$ cat src/rtl/conv_lut_bitserial_seq.sv
// Bit-serial sequencer for a 4-in/2-out convolution LUT slice: walks the bit planes
// of one operand group MSB-first and shift-accumulates the LUT result.
module conv_lut_bitserial_seq #(
   parameter int DATA_W = 8,
   parameter int ACC_W  = 10,
   parameter int CNT_W  = 16
) (
   input  logic              clk,
   input  logic              rst,
   input  logic              in_valid,
   output logic              in_ready,
   input  logic [DATA_W-1:0] in_a0,
   input  logic [DATA_W-1:0] in_a1,
   input  logic [DATA_W-1:0] in_a2,
   input  logic [DATA_W-1:0] in_a3,
   input  logic              clear,
   output logic [3:0]        lut_addr,
   input  logic [1:0]        lut_dout,
   output logic              out_valid,
   input  logic              out_ready,
   output logic [ACC_W-1:0]  out_acc,
   output logic              busy,
   output logic [CNT_W-1:0]  op_count
);

   // state | meaning
   // IDLE  | ready for a new operand group, LUT address parked at 0
   // RUN   | one bit plane per cycle, MSB first, shift-accumulating LUT output
   // DONE  | result presented, waiting for downstream handshake

   localparam int KW = $clog2(DATA_W);

   generate
      if (DATA_W < 2 || DATA_W > 16 || ACC_W < DATA_W + 2) begin : g_bad_param
         $error("conv_lut_bitserial_seq: illegal DATA_W/ACC_W combination");
      end
   endgenerate

   typedef enum logic [1:0] {IDLE, RUN, DONE} state_t;

   state_t            state, state_nxt;
   logic [DATA_W-1:0] op0, op1, op2, op3;
   logic [KW-1:0]     k;
   logic [ACC_W-1:0]  acc, acc_nxt, out_acc_r;
   logic [CNT_W-1:0]  cnt;

   always_ff @(posedge clk) begin
      if (rst) state <= IDLE;
      else     state <= state_nxt;
   end

   always_comb begin
      state_nxt = state;
      in_ready  = 1'b0;
      out_valid = 1'b0;
      busy      = (state != IDLE);
      lut_addr  = 4'b0000;
      acc_nxt   = {acc[ACC_W-2:0], 1'b0} + ACC_W'(lut_dout);
      case (state)
         IDLE: begin
            in_ready = 1'b1;
            if (!clear && in_valid) state_nxt = RUN;
         end
         RUN: begin
            lut_addr = {op3[k], op2[k], op1[k], op0[k]};
            if (clear)             state_nxt = IDLE;
            else if (k == KW'(0))  state_nxt = DONE;
         end
         DONE: begin
            out_valid = 1'b1;
            if (clear || out_ready) state_nxt = IDLE;
         end
         default: state_nxt = IDLE;
      endcase
   end

   // out_acc is a separate register so it holds across the next transaction's RUN
   always_ff @(posedge clk) begin
      if (rst) begin
         op0       <= '0;
         op1       <= '0;
         op2       <= '0;
         op3       <= '0;
         k         <= '0;
         acc       <= '0;
         out_acc_r <= '0;
         cnt       <= '0;
      end else begin
         case (state)
            IDLE: begin
               if (!clear && in_valid) begin
                  op0 <= in_a0;
                  op1 <= in_a1;
                  op2 <= in_a2;
                  op3 <= in_a3;
                  k   <= KW'(DATA_W - 1);
                  acc <= '0;
               end
            end
            RUN: begin
               acc <= acc_nxt;
               k   <= k - KW'(1);
               if (k == KW'(0) && !clear) out_acc_r <= acc_nxt;
            end
            DONE: begin
               if (!clear && out_ready) cnt <= cnt + CNT_W'(1);
            end
            default: ;
         endcase
      end
   end

   assign out_acc  = out_acc_r;
   assign op_count = cnt;

endmodule
$ cat config.mk
export PLATFORM = sky130hd
export DESIGN_NAME = conv_lut_bitserial_seq
export DESIGN_NICKNAME = d
export VERILOG_FILES = /design/src/rtl/conv_lut_bitserial_seq.sv
export SDC_FILE = /design/constraint.sdc
export NUM_CORES = 1
export LEC_CHECK = 0
export ABC_CLOCK_PERIOD_IN_PS = 3600
export BUFFER_PORTS_ARGS = -buffer_cell sky130_fd_sc_hd__buf_2
export CAP_MARGIN = 20
export CORE_MARGIN = 10
export CORE_UTILIZATION = 30
export DETAILED_ROUTE_END_ITERATION = 7
export GPL_TIMING_DRIVEN = 0
export PLACE_DENSITY = 0.56
export SKIP_LAST_GASP = 1
export SYNTH_ARGS = -nofsm -noshare
export SYNTH_HDL_FRONTEND = slang
export SYNTH_SLANG_ARGS = --single-unit
$ cat constraint.sdc
create_clock -name clk -period 3.6 [get_ports clk]
set_input_delay 1.08 -clock clk [delete_from_list [all_inputs] [get_ports clk]]
set_output_delay 1.08 -clock clk [all_outputs]
set_load 0.05 [all_outputs]
==> run_results.csv <==
group,metric,value,unit
hold_path,holdPathEnd,"op3[4]$_SDFFE_PP0P_",
clock_network,cts.repair.resized,0,
pwr,seqPwrFrac,48.6,%
yosys,async_flop_share,0,%
sta,fmax,321,MHz
clock_network,root_buffer,"clkbuf_8",
yosys,yosysUniqueCellTypes,38,
yosys,synth.avg_cell_area,8.68,um^2
sta,relSlewSlack,37.4,%
cells_and_area,nNetsFinal,489,
pwr,comb_power_share,10.0,%
cells_and_area,drive_above_1_share,23.1,%
worst_setup_path,arrival,2.04,ns
sta,period_share,86.7,%
cells_and_area,antenna_cells,0,
placed_design,gp_congestion,0.775,
route,drc,0,
clock_network,cts_setup_buffers,0,
clock_network,insertion_delay,0.36,ns
worst_setup_path,worstPathCellList,"clkbuf_1, mux4_2, nand2_1, a21oi_1, buf_2",
clock_network,cts_tree,"yes",
pwr,power_switching,0.000444,W
pwr,p_per_area,442,nW/um^2
route,wl,8360,um
global_route,antenna_found_initial,0,
pwr,p_sw_share,25.8,%
floorplanning,core,10300,um^2
yosys,yosysWarnings,0,
placed_design,dp_hpwl,6320,um
sta,finClkSkew,0.0107,ns
worst_setup_path,crit_family,"buffers and inverters",
worst_setup_path,max_stage_delay,0.48,ns
yosys,yosysSeqAreaShare,45.6,%
cells_and_area,postLayoutCoreUtil,37.9,%
route,drtPass1Iterations,4,
cells_and_area,syn2layout_area_growth,23.4,%
yosys,syn_inst,364,
sta,rsz0062_at_grt,"no",
global_route,grt_max_degree,14,
worst_setup_path,critPathMaxFanout,10,
worst_setup_path,r2r_slack,1.54,ns
run_status,status,"complete, no violations",
sta,finalHoldViolations,0,
worst_setup_path,r2r_cells,7,
sta,fin_crit,3.12,ns
worst_setup_path,worstReg2RegEnd,"out_acc[5]$_SDFFE_PP0P_",
pwr,p_int,0.00128,W
worst_setup_path,r2r_start,"k[1]$_SDFFE_PP0P_",
run,maxCapViolations,0,
worst_setup_path,critical_path_buf_inv_count,2,
sta,whs,0.456,ns
floorplanning,start_util,30.8,%
worst_setup_path,cp.depth,5,
global_route,overflow,0,
yosys,syn_area,3160,um^2
clock_network,clk_transition_reported_paths,0.08,ns
yosys,syn_nets,408,
sta,fin_tns_setup,0,ns
route,dr_total_vias,2751,
route,avgRoutedWirePerCell,14.3,um
sta,postLayoutSetupSlackWorst,0.480,ns
worst_setup_path,crit_required,2.52,ns
placed_design,io_buffers,70,
sta,tightestPinTransition,0.931,ns
hold_path,hold_start,"op3[4]$_SDFFE_PP0P_",
route,drt-initial-drc-count,104,
clock_network,cts_hold_buf,0,
placed_design,place_ws,0.689,ns
hold_path,min_path_type,"reg2reg",
sta,finalSetupViolCount,0,
worst_setup_path,slowest_stage,"clkbuf_1",
route,viasPerCell,4.69,
pwr,p_clk_share,41.4,%
pwr,total_leakage_power,1.51,nW
global_route,grt_pass1_vias,2958,
worst_setup_path,path_class,"reg2out",
clock_network,cts_sinks,72,
yosys,synth_ff_type,"dfxtp_1",
clock_network,numCtsBuffers,9,
hold_path,min_path_cells,2,
global_route,grt_util_all_layers,11.4,%
worst_setup_path,endpoint_kind,"primary output",
floorplanning,die_area,15000,um^2
floorplanning,io-pin-count,72,
yosys,synth_seq_cells,72,
floorplanning,num_rows,37,
route,antenna_left,0,
floorplanning,die_height,123,um
yosys,synth_edf_count,0,
global_route,grt_pass1_wl,13900,um
sta,drv_slew,0,
worst_setup_path,start_kind,"flop",
clock_network,htreeDepth,3,
clock_network,cts_buffer_depth,2,
pwr,vdd_drop_max,0.211,mV
floorplanning,die_x,123,um
[how the worst max path moves through the flow]
stage	startpoint	endpoint
6_report	k[1]$_SDFFE_PP0P_	lut_addr[1]
5_1_grt	k[1]$_SDFFE_PP0P_	lut_addr[1]
4_1_cts	k[1]$_SDFFE_PP0P_	lut_addr[0]
3_5_place_dp	clear	op0[5]$_SDFFE_PP0P_
3_3_place_gp	clear	op0[5]$_SDFFE_PP0P_
2_1_floorplan	k[1]$_SDFFE_PP0P_	lut_addr[0]
[synthesized netlist by cell type, drive strengths merged (5+ instances only)]
library cell / instances / share of area [%]
nand2: 82 / 9.7
dfxtp: 72 / 46
a21oi: 54 / 8.6
nor2: 24 / 2.9
clkbuf: 19 / 2.3
nand3: 14 / 2.2
o21ai: 9 / 1.4
or3: 9 / 1.8
mux4: 8 / 5.7
inv: 7 / 0.83
xor2: 7 / 1.9
mux2i: 6 / 1.9
nand4: 6 / 1.7
xnor2: 6 / 1.7
a211oi: 5 / 1.8
ha: 5 / 2.0
[final cells by class]
| type | instances | area, um^2 |
|---|---|---|
| tap | 136 | 170 |
| timing repair buffer | 70 | 350 |
| sequential | 72 | 1440 |
| clock buffer | 9 | 124 |
| fill | 1113 | 6380 |
| buffer | 23 | 110 |
| inverter | 7 | 26.3 |
| multi-input combinational | 262 | 1580 |
| clock inverter | 7 | 95.1 |
[cells by family after synthesis]
group | count (synthesis) | share of synthesized area, %
xor+xnor | 13 | 3.60
mux | 14 | 7.60
simple gates | 154 | 23.1
fa+ha+maj | 5 | 1.98
flops | 72 | 45.6
buf+inv | 30 | 4.32
compound gates | 76 | 13.8
[placed cells by master (no fill, tap or decap), types with 2 or more instances in the layout]
cell,instances
nand2_1,82
xnor2_1,6
a311oi_1,2
nand4_1,5
mux2i_1,6
dfxtp_1,72
and3_1,2
a211oi_2,4
clkbuf_8,9
and4_1,3
buf_6,3
nor2_1,24
clkbuf_1,19
or3_1,9
inv_1,7
nor3_1,4
mux4_2,8
ha_1,5
bufinv_16,2
o31ai_1,2
clkinv_2,2
o21ai_0,9
a21oi_1,54
xor2_1,7
buf_2,71
nand2b_1,2
nand3_1,14
[power by group through the flow]
stage	logic [W]	clock network (W)	registers, W
3_3_place_gp	0.000172	0	0.000855
6_report	0.000173	0.000713	0.000837
5_1_grt	0.000194	0.000758	0.000840
2_1_floorplan	0.000112	0	0.000859
4_1_cts	0.000176	0.000727	0.000837
3_5_place_dp	0.000175	0	0.000856
[routing by layer]
metal / routed length, um / track usage, % / vias to the layer above
li1: - / - / 1424
met5: 0 / 0 / -
met4: 85 / 3.83 / 0
met1: 3930 / 13.6 / 1242
met3: 561 / 3.81 / 10
met2: 3780 / 18.9 / 75
[through the flow]
step           power (W)  instance area, um^2  std cells
2_1_floorplan   0.000970                 3160        364
3_3_place_gp     0.00103                 3680        570
3_5_place_dp     0.00103                 3680        570
4_1_cts          0.00174                 3900        586
5_1_grt          0.00179                 3900        586
6_report         0.00172                 3900        586
[flip-flops by register name, summed over array words and instances, names as in the netlist]
register / flops
out_acc: 10
op3: 8
op1: 8
op0: 8
state: 2
op_count: 16
op2: 8
acc: 9
k: 3
[worst reg2reg max path, stage by stage, from the launching register on]
cell and delay (ns):
dfxtp_1 0.31, clkbuf_1 0.29, inv_1 0.17, ha_1 0.19
nor4b_4 0.51, buf_6 0.23, mux2i_1 0.19, nor2_1 0.05
(Power assumes the default switching activity.)
